**src/rtl/pipe_stage_buffer.sv**
```systemverilog
// Elastic two-entry pipeline stage (main + skid) with valid/ready handshake,
// flush, bubble masking and a saturating stall counter.
module pipe_stage_buffer #(
  parameter int DBITS    = 32,
  parameter int CTRLBITS = 12,
  parameter int CNTBITS  = 16
) (
  input  logic                clk,
  input  logic                reset,
  input  logic                wrtEn,
  input  logic                flush,
  input  logic                in_valid,
  output logic                in_ready,
  input  logic                in_noop,
  input  logic [DBITS-1:0]    in_data,
  input  logic [CTRLBITS-1:0] in_ctrl,
  output logic                out_valid,
  input  logic                out_ready,
  output logic                out_noop,
  output logic [DBITS-1:0]    out_data,
  output logic [CTRLBITS-1:0] out_ctrl,
  output logic [1:0]          count,
  output logic [CNTBITS-1:0]  stall_cnt
);

  logic [1:0]          r_cnt;
  logic                r_m_noop;
  logic [DBITS-1:0]    r_m_data;
  logic [CTRLBITS-1:0] r_m_ctrl;
  logic                r_s_noop;
  logic [DBITS-1:0]    r_s_data;
  logic [CTRLBITS-1:0] r_s_ctrl;
  logic [CNTBITS-1:0]  r_stall;

  logic w_push;
  logic w_pop;
  logic w_stall;

  assign in_ready  = (r_cnt != 2'd2);
  assign out_valid = (r_cnt != 2'd0);
  assign w_push    = in_valid && in_ready && wrtEn;
  assign w_pop     = out_valid && out_ready && wrtEn;
  assign w_stall   = out_valid && !out_ready && wrtEn;

  // Outputs mirror main; an empty stage looks like a zeroed bubble.
  assign out_noop  = !out_valid || r_m_noop;
  assign out_data  = out_valid ? r_m_data : '0;
  assign out_ctrl  = out_noop ? '0 : r_m_ctrl;
  assign count     = r_cnt;
  assign stall_cnt = r_stall;

  always_ff @(posedge clk or negedge reset) begin
    if (!reset) begin
      r_cnt    <= 2'd0;
      r_m_noop <= 1'b0;
      r_m_data <= '0;
      r_m_ctrl <= '0;
      r_s_noop <= 1'b0;
      r_s_data <= '0;
      r_s_ctrl <= '0;
      r_stall  <= '0;
    end else begin
      if (w_stall && (r_stall != {CNTBITS{1'b1}}))
        r_stall <= r_stall + {{(CNTBITS-1){1'b0}}, 1'b1};
      if (flush) begin
        r_cnt <= 2'd0;
      end else begin
        case (r_cnt)
          2'd0: begin
            if (w_push) begin
              r_m_noop <= in_noop;
              r_m_data <= in_data;
              r_m_ctrl <= in_ctrl;
              r_cnt    <= 2'd1;
            end
          end
          2'd1: begin
            if (w_push && w_pop) begin
              r_m_noop <= in_noop;
              r_m_data <= in_data;
              r_m_ctrl <= in_ctrl;
            end else if (w_push) begin
              r_s_noop <= in_noop;
              r_s_data <= in_data;
              r_s_ctrl <= in_ctrl;
              r_cnt    <= 2'd2;
            end else if (w_pop) begin
              r_cnt <= 2'd0;
            end
          end
          2'd2: begin
            if (w_pop) begin
              r_m_noop <= r_s_noop;
              r_m_data <= r_s_data;
              r_m_ctrl <= r_s_ctrl;
              r_cnt    <= 2'd1;
            end
          end
          default: r_cnt <= 2'd0;
        endcase
      end
    end
  end

endmodule

```
**config.mk**
```make
export PLATFORM = sky130hd
export DESIGN_NAME = pipe_stage_buffer
export DESIGN_NICKNAME = d
export VERILOG_FILES = /design/src/rtl/pipe_stage_buffer.sv
export SDC_FILE = /design/constraint.sdc
export NUM_CORES = 1
export LEC_CHECK = 0
export CAP_MARGIN = 20
export CORE_MARGIN = 4
export CORE_UTILIZATION = 31
export DETAILED_ROUTE_END_ITERATION = 7
export PLACE_DENSITY = 0.65
export SETUP_SLACK_MARGIN = 0.3
export SLEW_MARGIN = 0
export SYNTH_ARGS = -nofsm -noshare
export SYNTH_HDL_FRONTEND = slang
export SYNTH_SLANG_ARGS = --single-unit
```
**constraint.sdc**
```tcl
create_clock -name clk -period 4 [get_ports clk]
set_input_delay 0.4 -clock clk [delete_from_list [all_inputs] [get_ports clk]]
set_output_delay 0.4 -clock clk [all_outputs]
set_load 0.01 [all_outputs]
```
==> results.sh <==
export IMPL_route_detailed_drc=0
export IMPL_final_cells=809
export IMPL_start_kind="flop"
export IMPL_die_w_um=138
export IMPL_cts_buffer_depth=2
export IMPL_cp_arrival_ns=2.60
export IMPL_drtPass1Iterations=4
export IMPL_yosys_warnings=0
export IMPL_criticalPathCategory="flop to primary output"
export IMPL_syn_to_final_growth_pct=31.3
export IMPL_die_h_um=138
export IMPL_ys_ff_latch=108
export IMPL_power_frac_seq_pct=50.8
export IMPL_antennaDiodeCount=0
export IMPL_power_density_nw_per_um2=402
export IMPL_vdd_drop_max_uv=187
export IMPL_grt_usage_pct=13.5
export IMPL_pwr_share_comb_pct=18.3
export IMPL_hold_viol=0
export IMPL_critPathCapture="out_ctrl[2]"
export IMPL_clock_sinks=108
export IMPL_die_area_um2=19000
export IMPL_max_freq_ghz=0.333
export IMPL_busiest_layer="met2"
export IMPL_syn_area_per_cell_um2=11.0
export IMPL_synth_largest_area_cell="dfrtp_1"
export IMPL_path_clk_slew_ns=0.07
export IMPL_antenna_left=0
export IMPL_grt_overflow_total=0
export IMPL_status="finished clean"
export IMPL_initial_core_util_pct=31.6
export IMPL_syn_inst=476
export IMPL_pwr_share_clk_pct=30.9
export IMPL_rsz0062_at_grt="no"
export IMPL_hold_worst_slack_ns=0.433
export IMPL_max_cap_violations=0
export IMPL_core_um2=16500
export IMPL_ys_flop_type="dfrtp_1"
export IMPL_crit_fanout=13
export IMPL_min_path_type="input pin to async pin"
export IMPL_synth_edf_count=0
export IMPL_rr_worst_depth=3
export IMPL_crit_required_ns=3.60
export IMPL_antenna_found_initial=0
export IMPL_use_met2_pct=23.6
export IMPL_min_period_ns=3.00
export IMPL_synth_top_area_share_pct=51.8
export IMPL_yosys_top_cells_count="nand2_1 (141), dfrtp_1 (108), mux2_2 (76)"
export IMPL_drtIter0Drc=87
export IMPL_synth_most_common_cell="nand2_1"
export IMPL_post_cts_buffers=0
export IMPL_setup_violations=0
export IMPL_post_dp_hpwl_mm=7.89
export IMPL_htree_levels=3
export IMPL_clkLatencyLatePin_ns=0.35
export IMPL_r2r_start="count[1]"
export IMPL_tns_ns=0
export IMPL_regToRegEndpoint="r_s_data[26]"
export IMPL_power_switching_share_pct=26.0
export IMPL_crit_start="count[0]"
export IMPL_numPortBuffers=115
export IMPL_viasPerCell=4.56
export IMPL_use_met1_pct=15.9
export IMPL_finalInstanceArea_um2=6850
export IMPL_dpl_cell_count=791
export IMPL_grt_pass1_wl_mm=19.9
export IMPL_async_flop_share_pct=100
export IMPL_final_nets=636
export IMPL_min_period_over_period_pct=75.1
export IMPL_io_pins=116
export IMPL_tightest_slew_ns=0.945
export IMPL_totalWireLength_mm=12.2
export IMPL_rows=47
export IMPL_grt_max_degree=83
export IMPL_syn_num_nets=528
export IMPL_vias=3693
export IMPL_netlist_area_um2=5220
export IMPL_numCtsBuffers=9
export IMPL_clock_root_buffer="clkbuf_16"
export IMPL_p_int_uw=2030
export IMPL_synth_cell_types=40
export IMPL_synth_seq_area_share_pct=51.8
export IMPL_cts_tree="built"
export IMPL_layout_drive_gt1_share_pct=18.7
export IMPL_switchingPower_uw=716
export IMPL_clock_skew_ns=0.00527
export IMPL_dpl_instance_area_um2=6530
export IMPL_slew_viol_final=0
export IMPL_endpoint_kind="primary output"
export IMPL_synth_area_top_cells="dfrtp_1 (52%), mux2_2 (16%), nand2_1 (10%), and2_1 (5.3%), mux2_1 (3.0%)"
export IMPL_grt_pass1_vias=3951
export IMPL_globalRouteMet3Util_pct=2.89
export IMPL_wl_per_cell_um=15.1
export IMPL_reg2reg_slack_ns=1.80
export IMPL_gp_congestion=0.777
export IMPL_relSlewSlack_pct=36.9
export IMPL_leakage_uw=0.00320
==> logic make-up (layout without fill, tap and decap cells) <==
| family | Yosys count | after routing | share of synthesized area, % |
|---|---|---|---|
| multiplexers | 92 | 92 | 19.9 |
| buffers and inverters | 27 | 140 | 3.00 |
| AND/OR/NAND/NOR | 225 | 225 | 21.2 |
| adder cells (fa/ha/maj) | 1 | 1 | 0.240 |
| AO/OA/AOI/OAI | 7 | 7 | 1.15 |
| flip-flops | 108 | 108 | 51.8 |
| XOR/XNOR | 16 | 16 | 2.69 |
==> cells in the final DEF (no fill, tap or decap), types with 2 or more instances in the layout <==
| cell | synthesis | routed |
|---|---|---|
| nand2_1 | 141 | 141 |
| clkdlybuf4s50_1 | 0 | 114 |
| dfrtp_1 | 108 | 108 |
| mux2_2 | 76 | 76 |
| and2_1 | 44 | 44 |
| mux2_1 | 14 | 14 |
| xor2_1 | 14 | 14 |
| clkbuf_16 | 0 | 9 |
| nor3_1 | 6 | 6 |
| buf_4 | 2 | 5 |
| nor2_1 | 4 | 4 |
| and3_1 | 4 | 4 |
| nand3_1 | 3 | 3 |
| nor3b_1 | 3 | 3 |
| a21oi_1 | 3 | 3 |
| inv_1 | 2 | 2 |
| and2b_2 | 2 | 2 |
| nand4_1 | 2 | 2 |
| nand4_2 | 2 | 2 |
| xnor2_1 | 2 | 2 |
| nor4_1 | 2 | 2 |
| a2111oi_2 | 2 | 2 |
| clkinv_4 | 0 | 2 |
| clkbuf_1 | 9 | 2 |
==> through the flow <==
stage | power (µW) | setup WS (ns) | utilization (%)
final | 2750 | 0.996 | 41.4
after detailed placement | 1930 | 1.17 | 39.5
after global placement | 1900 | 1.27 | 39.5
after CTS | 2800 | 0.944 | 41.2
after global routing | 2910 | 0.798 | 41.4
after floorplan | 1680 | 2.22 | -
==> registers in the layout (all words and copies together), names as in the netlist <==
name       flops
count          2
stall_cnt     16
r_s_noop       1
r_m_noop       1
r_s_ctrl      12
r_m_data      32
r_m_ctrl      12
r_s_data      32
==> cell type report <==
class	instances	area, µm²
tap	220	275
fill	1572	9680
timing repair buffer	121	1220
clock buffer	11	233
sequential	108	2700
inverter	3	11.3
multi-input combinational	341	2360
clock inverter	5	45.0
==> power groups by stage <==
stage               sequential, µW  combinational [µW]  clock [µW]
finish                        1400                 503         851
global route                  1420                 558         928
CTS                           1400                 511         889
detailed placement            1420                 508           0
global placement              1410                 490           0
floorplan                     1390                 285           0
==> worst min path at each step <==
stage                         endpoint         start  depth (start not counted)
final                      r_m_ctrl[1]         reset                          2
after global routing       r_m_ctrl[0]         reset                          2
after CTS                  r_m_ctrl[1]         reset                          1
after detailed placement  r_m_data[25]  r_m_data[25]                          1
after global placement    r_m_data[21]  r_m_data[21]                          1
after floorplan               count[0]         reset                          0
==> critical path, stage by stage, from the launching register on <==
cell and delay [ns]:
dfrtp_1 0.56, or2_1 0.19, nor2b_1 0.72, and2_1 0.25
clkdlybuf4s50_1 0.54
==> routing by layer <==
metal,vias up,share of wire [%]
met2,71,50
met3,13,4.3
met1,1818,44
met4,0,1.9
met5,-,0
li1,1791,-
==> timing repair <==
action	CTS	global route
resized for setup	0	0
endpoints found under the hold margin	0	11
hold buffers	0	1
(Power assumes the default switching activity.)
